$ cat config.mk
export PLATFORM = sky130hd
export DESIGN_NAME = pc_fetch_unit_flat
export DESIGN_NICKNAME = d
export VERILOG_FILES = /design/src/rtl/mips_pkg.sv /design/src/rtl/pc_fetch_unit_if.sv /design/src/rtl/pc_adder.sv /design/src/rtl/pc_fetch_unit.sv /design/src/flat_wrapper.sv
export SDC_FILE = /design/constraint.sdc
export NUM_CORES = 1
export LEC_CHECK = 0
export BUFFER_PORTS_ARGS = -buffer_cell sky130_fd_sc_hd__buf_2
export CAP_MARGIN = 15
export CORE_UTILIZATION = 30
export CTS_CLUSTER_SIZE = 30
export DETAILED_ROUTE_END_ITERATION = 10
export PLACE_DENSITY = 0.6
export SETUP_SLACK_MARGIN = 0.15
export SYNTH_ARGS = -nofsm -noshare
export SYNTH_HDL_FRONTEND = slang
export SYNTH_SLANG_ARGS = --single-unit
export TNS_END_PERCENT = 50
$ cat constraint.sdc
create_clock -name clk -period 3.35 [get_ports clk]
set_clock_uncertainty 0.1 [all_clocks]
set_input_delay 0.335 -clock clk [delete_from_list [all_inputs] [get_ports clk]]
set_output_delay 0.335 -clock clk [all_outputs]
set_load 0.005 [all_outputs]
$ cat src/rtl/mips_pkg.sv
`default_nettype none
// ============================================================================
// mips_pkg : shared types and constants for the MIPS fetch stage
// Rev 1.0
// ============================================================================
package mips_pkg;

  localparam int DATA_W = 32;

  localparam logic [DATA_W-1:0] PC_STEP   = 32'd4;
  localparam logic [DATA_W-1:0] NOP_INSTR = 32'h0000_0000;

  typedef enum logic [1:0] {
    REQ  = 2'd0,
    WAIT = 2'd1,
    HOLD = 2'd2
  } fetch_state_t;

endpackage
`default_nettype wire

$ cat src/rtl/pc_fetch_unit_if.sv
`default_nettype none
// ============================================================================
// pc_fetch_unit_if : redirect, imem and decode handshake bundle of the fetch stage
// Rev 1.0
// ============================================================================
interface pc_fetch_unit_if;
  import mips_pkg::*;

  logic              redirect_valid;
  logic [DATA_W-1:0] redirect_pc;
  logic              imem_req;
  logic [DATA_W-1:0] imem_addr;
  logic              imem_gnt;
  logic              imem_rvalid;
  logic [DATA_W-1:0] imem_rdata;
  logic              if_valid;
  logic              id_ready;
  logic [DATA_W-1:0] if_pc;
  logic [DATA_W-1:0] if_pc_plus4;
  logic [DATA_W-1:0] if_instr;
  logic              misalign_err;

  modport master (
    input  redirect_valid, redirect_pc,
    output imem_req, imem_addr,
    input  imem_gnt, imem_rvalid, imem_rdata,
    output if_valid,
    input  id_ready,
    output if_pc, if_pc_plus4, if_instr, misalign_err
  );

  modport slave (
    output redirect_valid, redirect_pc,
    input  imem_req, imem_addr,
    output imem_gnt, imem_rvalid, imem_rdata,
    input  if_valid,
    output id_ready,
    input  if_pc, if_pc_plus4, if_instr, misalign_err
  );

endinterface
`default_nettype wire

$ cat src/rtl/pc_adder.sv
`default_nettype none
// ============================================================================
// pc_adder : combinational WIDTH-bit adder, wraps silently mod 2^WIDTH
// Rev 1.0
// ============================================================================
module pc_adder #(
  parameter int WIDTH = 32
) (
  input  logic [WIDTH-1:0] a,
  input  logic [WIDTH-1:0] b,
  output logic [WIDTH-1:0] sum
);

  assign sum = a + b;

endmodule
`default_nettype wire

$ cat src/rtl/pc_fetch_unit.sv
`default_nettype none
// ============================================================================
// pc_fetch_unit : PC holder and single-outstanding instruction fetch FSM
// Rev 1.0
// ============================================================================
module pc_fetch_unit
  import mips_pkg::*;
#(
  parameter logic [31:0] RESET_PC = 32'h0000_0000
) (
  input  logic            clk,
  input  logic            rst_n,
  pc_fetch_unit_if.master fetch
);

  localparam logic [DATA_W-1:0] RESET_PC_ALIGNED = {RESET_PC[DATA_W-1:2], 2'b00};

  fetch_state_t      state_q, state_d;
  logic [DATA_W-1:0] pc_q, pc_d;
  logic              kill_q, kill_d;
  logic              started_q, started_d;
  logic              if_valid_q, if_valid_d;
  logic [DATA_W-1:0] if_pc_q, if_pc_d;
  logic [DATA_W-1:0] if_pc_plus4_q, if_pc_plus4_d;
  logic [DATA_W-1:0] if_instr_q, if_instr_d;
  logic              misalign_q, misalign_d;

  logic [DATA_W-1:0] pc_plus4;
  logic              imem_req;
  logic              req_fire;

  pc_adder #(.WIDTH(DATA_W)) u_pc_adder (
    .a   (pc_q),
    .b   (PC_STEP),
    .sum (pc_plus4)
  );

  // started_q holds the request low for the first cycle out of reset
  assign imem_req = started_q && (state_q == REQ);
  assign req_fire = imem_req && fetch.imem_gnt;

  always_comb begin
    state_d       = state_q;
    pc_d          = pc_q;
    kill_d        = kill_q;
    started_d     = 1'b1;
    if_valid_d    = if_valid_q;
    if_pc_d       = if_pc_q;
    if_pc_plus4_d = if_pc_plus4_q;
    if_instr_d    = if_instr_q;
    misalign_d    = 1'b0;

    if (fetch.redirect_valid) begin
      pc_d       = {fetch.redirect_pc[DATA_W-1:2], 2'b00};
      misalign_d = |fetch.redirect_pc[1:0];
      unique case (state_q)
        REQ: begin
          // the granted request targets the stale PC, so its data must die
          if (req_fire) begin
            state_d = WAIT;
            kill_d  = 1'b1;
          end
        end
        WAIT: begin
          if (fetch.imem_rvalid) begin
            state_d = REQ;
            kill_d  = 1'b0;
          end else begin
            kill_d  = 1'b1;
          end
        end
        HOLD: begin
          if_valid_d = 1'b0;
          state_d    = REQ;
        end
        default: state_d = REQ;
      endcase
    end else begin
      unique case (state_q)
        REQ: begin
          if (req_fire) state_d = WAIT;
        end
        WAIT: begin
          if (fetch.imem_rvalid) begin
            if (kill_q) begin
              kill_d  = 1'b0;
              state_d = REQ;
            end else begin
              if_instr_d    = fetch.imem_rdata;
              if_pc_d       = pc_q;
              if_pc_plus4_d = pc_plus4;
              pc_d          = pc_plus4;
              if_valid_d    = 1'b1;
              state_d       = HOLD;
            end
          end
        end
        HOLD: begin
          if (fetch.id_ready) begin
            if_valid_d = 1'b0;
            state_d    = REQ;
          end
        end
        default: state_d = REQ;
      endcase
    end
  end

  always_ff @(posedge clk or negedge rst_n) begin
    if (!rst_n) begin
      state_q       <= REQ;
      pc_q          <= RESET_PC_ALIGNED;
      kill_q        <= 1'b0;
      started_q     <= 1'b0;
      if_valid_q    <= 1'b0;
      if_pc_q       <= '0;
      if_pc_plus4_q <= '0;
      if_instr_q    <= NOP_INSTR;
      misalign_q    <= 1'b0;
    end else begin
      state_q       <= state_d;
      pc_q          <= pc_d;
      kill_q        <= kill_d;
      started_q     <= started_d;
      if_valid_q    <= if_valid_d;
      if_pc_q       <= if_pc_d;
      if_pc_plus4_q <= if_pc_plus4_d;
      if_instr_q    <= if_instr_d;
      misalign_q    <= misalign_d;
    end
  end

  assign fetch.imem_req     = imem_req;
  assign fetch.imem_addr    = pc_q;
  assign fetch.if_valid     = if_valid_q;
  assign fetch.if_pc        = if_pc_q;
  assign fetch.if_pc_plus4  = if_pc_plus4_q;
  assign fetch.if_instr     = if_instr_q;
  assign fetch.misalign_err = misalign_q;

endmodule
`default_nettype wire
$ cat src/flat_wrapper.sv
// flat-port wrapper written by rule: the top's interface ports become plain ports
module pc_fetch_unit_flat import mips_pkg::*;
#(
  parameter logic [31:0] RESET_PC = 32'h0000_0000
)
  (clk, rst_n, fetch_redirect_valid, fetch_redirect_pc, fetch_imem_req, fetch_imem_addr, fetch_imem_gnt, fetch_imem_rvalid, fetch_imem_rdata, fetch_if_valid, fetch_id_ready, fetch_if_pc, fetch_if_pc_plus4, fetch_if_instr, fetch_misalign_err);
  pc_fetch_unit_if fetch_i ();
  input  logic clk;
  input  logic rst_n;
  input wire logic [$bits(fetch_i.redirect_valid)-1:0] fetch_redirect_valid;
  input wire logic [$bits(fetch_i.redirect_pc)-1:0] fetch_redirect_pc;
  output wire logic [$bits(fetch_i.imem_req)-1:0] fetch_imem_req;
  output wire logic [$bits(fetch_i.imem_addr)-1:0] fetch_imem_addr;
  input wire logic [$bits(fetch_i.imem_gnt)-1:0] fetch_imem_gnt;
  input wire logic [$bits(fetch_i.imem_rvalid)-1:0] fetch_imem_rvalid;
  input wire logic [$bits(fetch_i.imem_rdata)-1:0] fetch_imem_rdata;
  output wire logic [$bits(fetch_i.if_valid)-1:0] fetch_if_valid;
  input wire logic [$bits(fetch_i.id_ready)-1:0] fetch_id_ready;
  output wire logic [$bits(fetch_i.if_pc)-1:0] fetch_if_pc;
  output wire logic [$bits(fetch_i.if_pc_plus4)-1:0] fetch_if_pc_plus4;
  output wire logic [$bits(fetch_i.if_instr)-1:0] fetch_if_instr;
  output wire logic [$bits(fetch_i.misalign_err)-1:0] fetch_misalign_err;
  assign fetch_i.redirect_valid = fetch_redirect_valid;
  assign fetch_i.redirect_pc = fetch_redirect_pc;
  assign fetch_imem_req = fetch_i.imem_req;
  assign fetch_imem_addr = fetch_i.imem_addr;
  assign fetch_i.imem_gnt = fetch_imem_gnt;
  assign fetch_i.imem_rvalid = fetch_imem_rvalid;
  assign fetch_i.imem_rdata = fetch_imem_rdata;
  assign fetch_if_valid = fetch_i.if_valid;
  assign fetch_i.id_ready = fetch_id_ready;
  assign fetch_if_pc = fetch_i.if_pc;
  assign fetch_if_pc_plus4 = fetch_i.if_pc_plus4;
  assign fetch_if_instr = fetch_i.if_instr;
  assign fetch_misalign_err = fetch_i.misalign_err;
  pc_fetch_unit #(.RESET_PC(RESET_PC)) u_core (.clk(clk), .rst_n(rst_n), .fetch(fetch_i));
endmodule
==> impl_metrics.env <==
export IMPL_vias=5444
export IMPL_core_area_um2=19590
export IMPL_gp_congestion=0.7907
export IMPL_worstPathMaxFanout=8
export IMPL_rsz0062_at_grt="no"
export IMPL_wl_per_cell_um=15.75
export IMPL_dieArea_um2=20670
export IMPL_io_pins=201
export IMPL_p_leak_uw=0.003847
export IMPL_layout_drive_gt1_share=0.2675
export IMPL_cts_root_buf="clkbuf_16"
export IMPL_setup_ws_ps=883.3
export IMPL_synthCells=686
export IMPL_drt_first_pass_iters=4
export IMPL_setup_viol=0
export IMPL_path_class="flip-flop to flip-flop"
export IMPL_fmax_mhz=405.4
export IMPL_power_density_nw_per_um2=771.1
export IMPL_postRouteAntennaNets=0
export IMPL_sequentialPowerShare=0.413
export IMPL_timing_final_crit_share=0.7363
export IMPL_net_switching_power_uw=1975
export IMPL_syn_area_um2=6030
export IMPL_combPwrFrac=0.285
export IMPL_clk_latency_ps=420
export IMPL_grt_pass1_vias=4874
export IMPL_cts_path_max_buffers=2
export IMPL_status="completed"
export IMPL_cts_max_level=4
export IMPL_grt_remaining_overflow=0
export IMPL_synth_seq_cells=128
export IMPL_clock_sinks=128
export IMPL_antenna_found_initial=3
export IMPL_drtIter0Drc=243
export IMPL_tritoncts="done"
export IMPL_place_ws_ps=897.8
export IMPL_drt_total_wl_um=18190
export IMPL_seq_area_frac_synth=0.5312
export IMPL_finalMaxSlewViolations=0
export IMPL_crit_required_ps=3580
export IMPL_clockPowerShare=0.301
export IMPL_finalSetupTns_ps=0
export IMPL_die_height_um=143.8
export IMPL_slew_headroom=0.3476
export IMPL_cts_setup_buffers=0
export IMPL_io_buffers=194
export IMPL_post_dp_hpwl_um=12790
export IMPL_worstHoldPathType="input pin to flip-flop"
export IMPL_cap_viol_max_count=0
export IMPL_ir_worst_vdd_mv=0.4384
export IMPL_placementRows=51
export IMPL_synth_edf_count=0
export IMPL_arrival_ps=2700
export IMPL_startpoint_type="flip-flop"
export IMPL_swShare=0.3221
export IMPL_syn_to_final_growth_pct=31.85
export IMPL_worst_r2r_setup_slack_ps=880
export IMPL_grtUsageTotal=0.1765
export IMPL_ys_types=46
export IMPL_fin_hold_ws_ps=14.32
export IMPL_synthArstFlopShare=1.000
export IMPL_grt_max_degree=100
export IMPL_routed_via_density=4.713
export IMPL_grt_pass1_wl_um=27130
export IMPL_clk_pin_slew_worst_paths_ps=50
export IMPL_cp_end_kind="flip-flop"
export IMPL_nNetsFinal=949
export IMPL_drc=0
export IMPL_die_w_um=143.8
export IMPL_synth_area_per_cell_um2=8.789
export IMPL_start_util=0.3078
export IMPL_ys_flop_type="dfrtp_1"
export IMPL_final_hold_violation_count=0
export IMPL_intPower_uw=4156
export IMPL_yosysWarnings=0
export IMPL_numCtsBuffers=17
export IMPL_worst_pin_slew_ps=978.7
export IMPL_period_needed_ps=2467
## power groups by stage
stage               clock [uW]  sequential [uW]  combinational (uW)
finish                    1850             2530                1750
global route              1970             2610                2020
CTS                       1900             2540                1790
detailed placement           0             2570                1770
global placement             0             2540                1750
floorplan                    0             2560                 805
## layer usage
metal / GRT usage / up-vias / part of all wire
met3: 0.04832 / 26 / 0.064
met2: 0.2637 / 190 / 0.45
li1: - / 2716 / -
met1: 0.2378 / 2512 / 0.47
met4: 0.07727 / 0 / 0.019
met5: 0 / - / 0
## state kept, by name (all words and copies together) (netlist names)
| name | flops |
|---|---|
| u_core.started_q | 1 |
| u_core.fetch.if_valid | 1 |
| u_core.fetch.if_pc | 30 |
| u_core.state_q | 2 |
| u_core.fetch.misalign_err | 1 |
| u_core.fetch.imem_addr | 30 |
| u_core.fetch.if_instr | 32 |
| u_core.kill_q | 1 |
| u_core.fetch.if_pc_plus4 | 30 |
## cell usage in the layout (no fill, tap or decap), drive strengths merged, types with 2 or more instances in the layout
cell	netlist	layout
nor2	39	39
xor2	8	8
bufinv	0	3
diode	0	4
dlygate4sd3	0	12
dfrtp	128	128
nand4	16	16
or4	15	15
clkbuf	31	23
nor2b	3	3
o211ai	4	4
conb	2	7
o32ai	2	2
nor3	9	9
and3	4	4
clkinv	0	4
and2	3	3
o31ai	12	12
xnor2	17	17
buf	20	204
and4	6	6
a31oi	25	25
nand3	17	17
nand2	233	233
inv	7	7
or3	13	13
ha	4	4
nor4	7	7
o21ai	45	45
a22oi	2	2
## stage by stage
stage / std cells / utilization / cell area [um^2] / total power, uW
2_1_floorplan: 691 / - / 6048 / 3363
3_3_place_gp: 1109 / 0.3697 / 7242 / 4292
3_5_place_dp: 1109 / 0.3697 / 7242 / 4336
4_1_cts: 1151 / 0.4053 / 7940 / 6233
5_1_grt: 1153 / 0.4056 / 7945 / 6595
6_report: 1155 / 0.4058 / 7950 / 6131
## final cells by class
type | instances | area [um^2]
Antenna cell | 4 | 10.01
Clock buffer | 23 | 467.9
Inverter | 7 | 26.28
Clock inverter | 7 | 110.1
Timing Repair Buffer | 216 | 1185
Sequential cell | 128 | 3203
Tap cell | 265 | 331.6
Multi-Input combinational cell | 505 | 2616
Fill cell | 2004 | 11640
## Yosys cell counts (2+ instances only)
cell / instances / share of area
o21ai_0: 45 / 0.037
buf_4: 6 / 0.0075
or3_1: 13 / 0.013
a22oi_1: 2 / 0.0025
and4_1: 6 / 0.0087
and2_1: 3 / 0.0031
o32ai_1: 2 / 0.0029
and3_1: 4 / 0.0041
nand4_2: 2 / 0.0041
nor4_1: 7 / 0.0073
dfrtp_1: 128 / 0.53
xnor2_1: 17 / 0.025
ha_1: 4 / 0.0083
conb_1: 2 / 0.0012
nor3_1: 9 / 0.0075
a31oi_1: 25 / 0.026
clkbuf_1: 31 / 0.019
nand2_1: 233 / 0.15
buf_1: 4 / 0.0025
xor2_1: 8 / 0.012
o211ai_1: 4 / 0.0050
nor2b_1: 3 / 0.0031
buf_2: 10 / 0.0083
nor2_1: 39 / 0.024
o31ai_1: 12 / 0.015
or4_1: 14 / 0.017
inv_1: 7 / 0.0044
nand3_1: 16 / 0.013
nand4_1: 13 / 0.013
## timing repair
item                                   4_1_cts  5_1_grt
hold buffers                                12        0
resized for setup                            0        0
endpoints found under the hold margin       38        0
## critical path, stage by stage (launching register included)
cell     delay, ps
dfrtp_1        480
ha_1           350
nand2_1        220
or4_4          570
or4_1          470
a31oi_1        180
## cell families (layout without fill, tap and decap cells)
group / Yosys count / in the layout / synth area share
AND/OR/NAND/NOR: 371 / 371 / 0.2808
flip-flops: 128 / 128 / 0.5312
AO/OA/AOI/OAI: 97 / 97 / 0.09857
buffers and inverters: 58 / 253 / 0.04192
XOR/XNOR: 25 / 25 / 0.03631
adder cells (fa/ha/maj): 4 / 4 / 0.008301
other: 2 / 11 / 0.001246
multiplexers: 1 / 1 / 0.001660
## path summary, 6_finish.rpt
| path | startpoint | endpoint | depth (start not counted) |
|---|---|---|---|
| max | u_core.fetch.imem_addr[2]$_DFFE_PN0P_ | u_core.fetch.imem_addr[30]$_DFFE_PN0P_ | 5 |
| min | fetch_imem_rdata[22] | u_core.fetch.if_instr[22]$_DFFE_PN0P_ | 3 |
| max reg2reg | u_core.fetch.imem_addr[2]$_DFFE_PN0P_ | u_core.fetch.imem_addr[30]$_DFFE_PN0P_ | 5 |
| min reg2reg | u_core.fetch.if_pc[5]$_DFFE_PN0P_ | u_core.fetch.if_pc[5]$_DFFE_PN0P_ | 2 |
| max in group asynchronous | rst_n | u_core.fetch.if_instr[2]$_DFFE_PN0P_ | 3 |
| min in group asynchronous | rst_n | u_core.fetch.if_instr[19]$_DFFE_PN0P_ | 2 |
No activity file was read; power rests on OpenSTA's default activity.
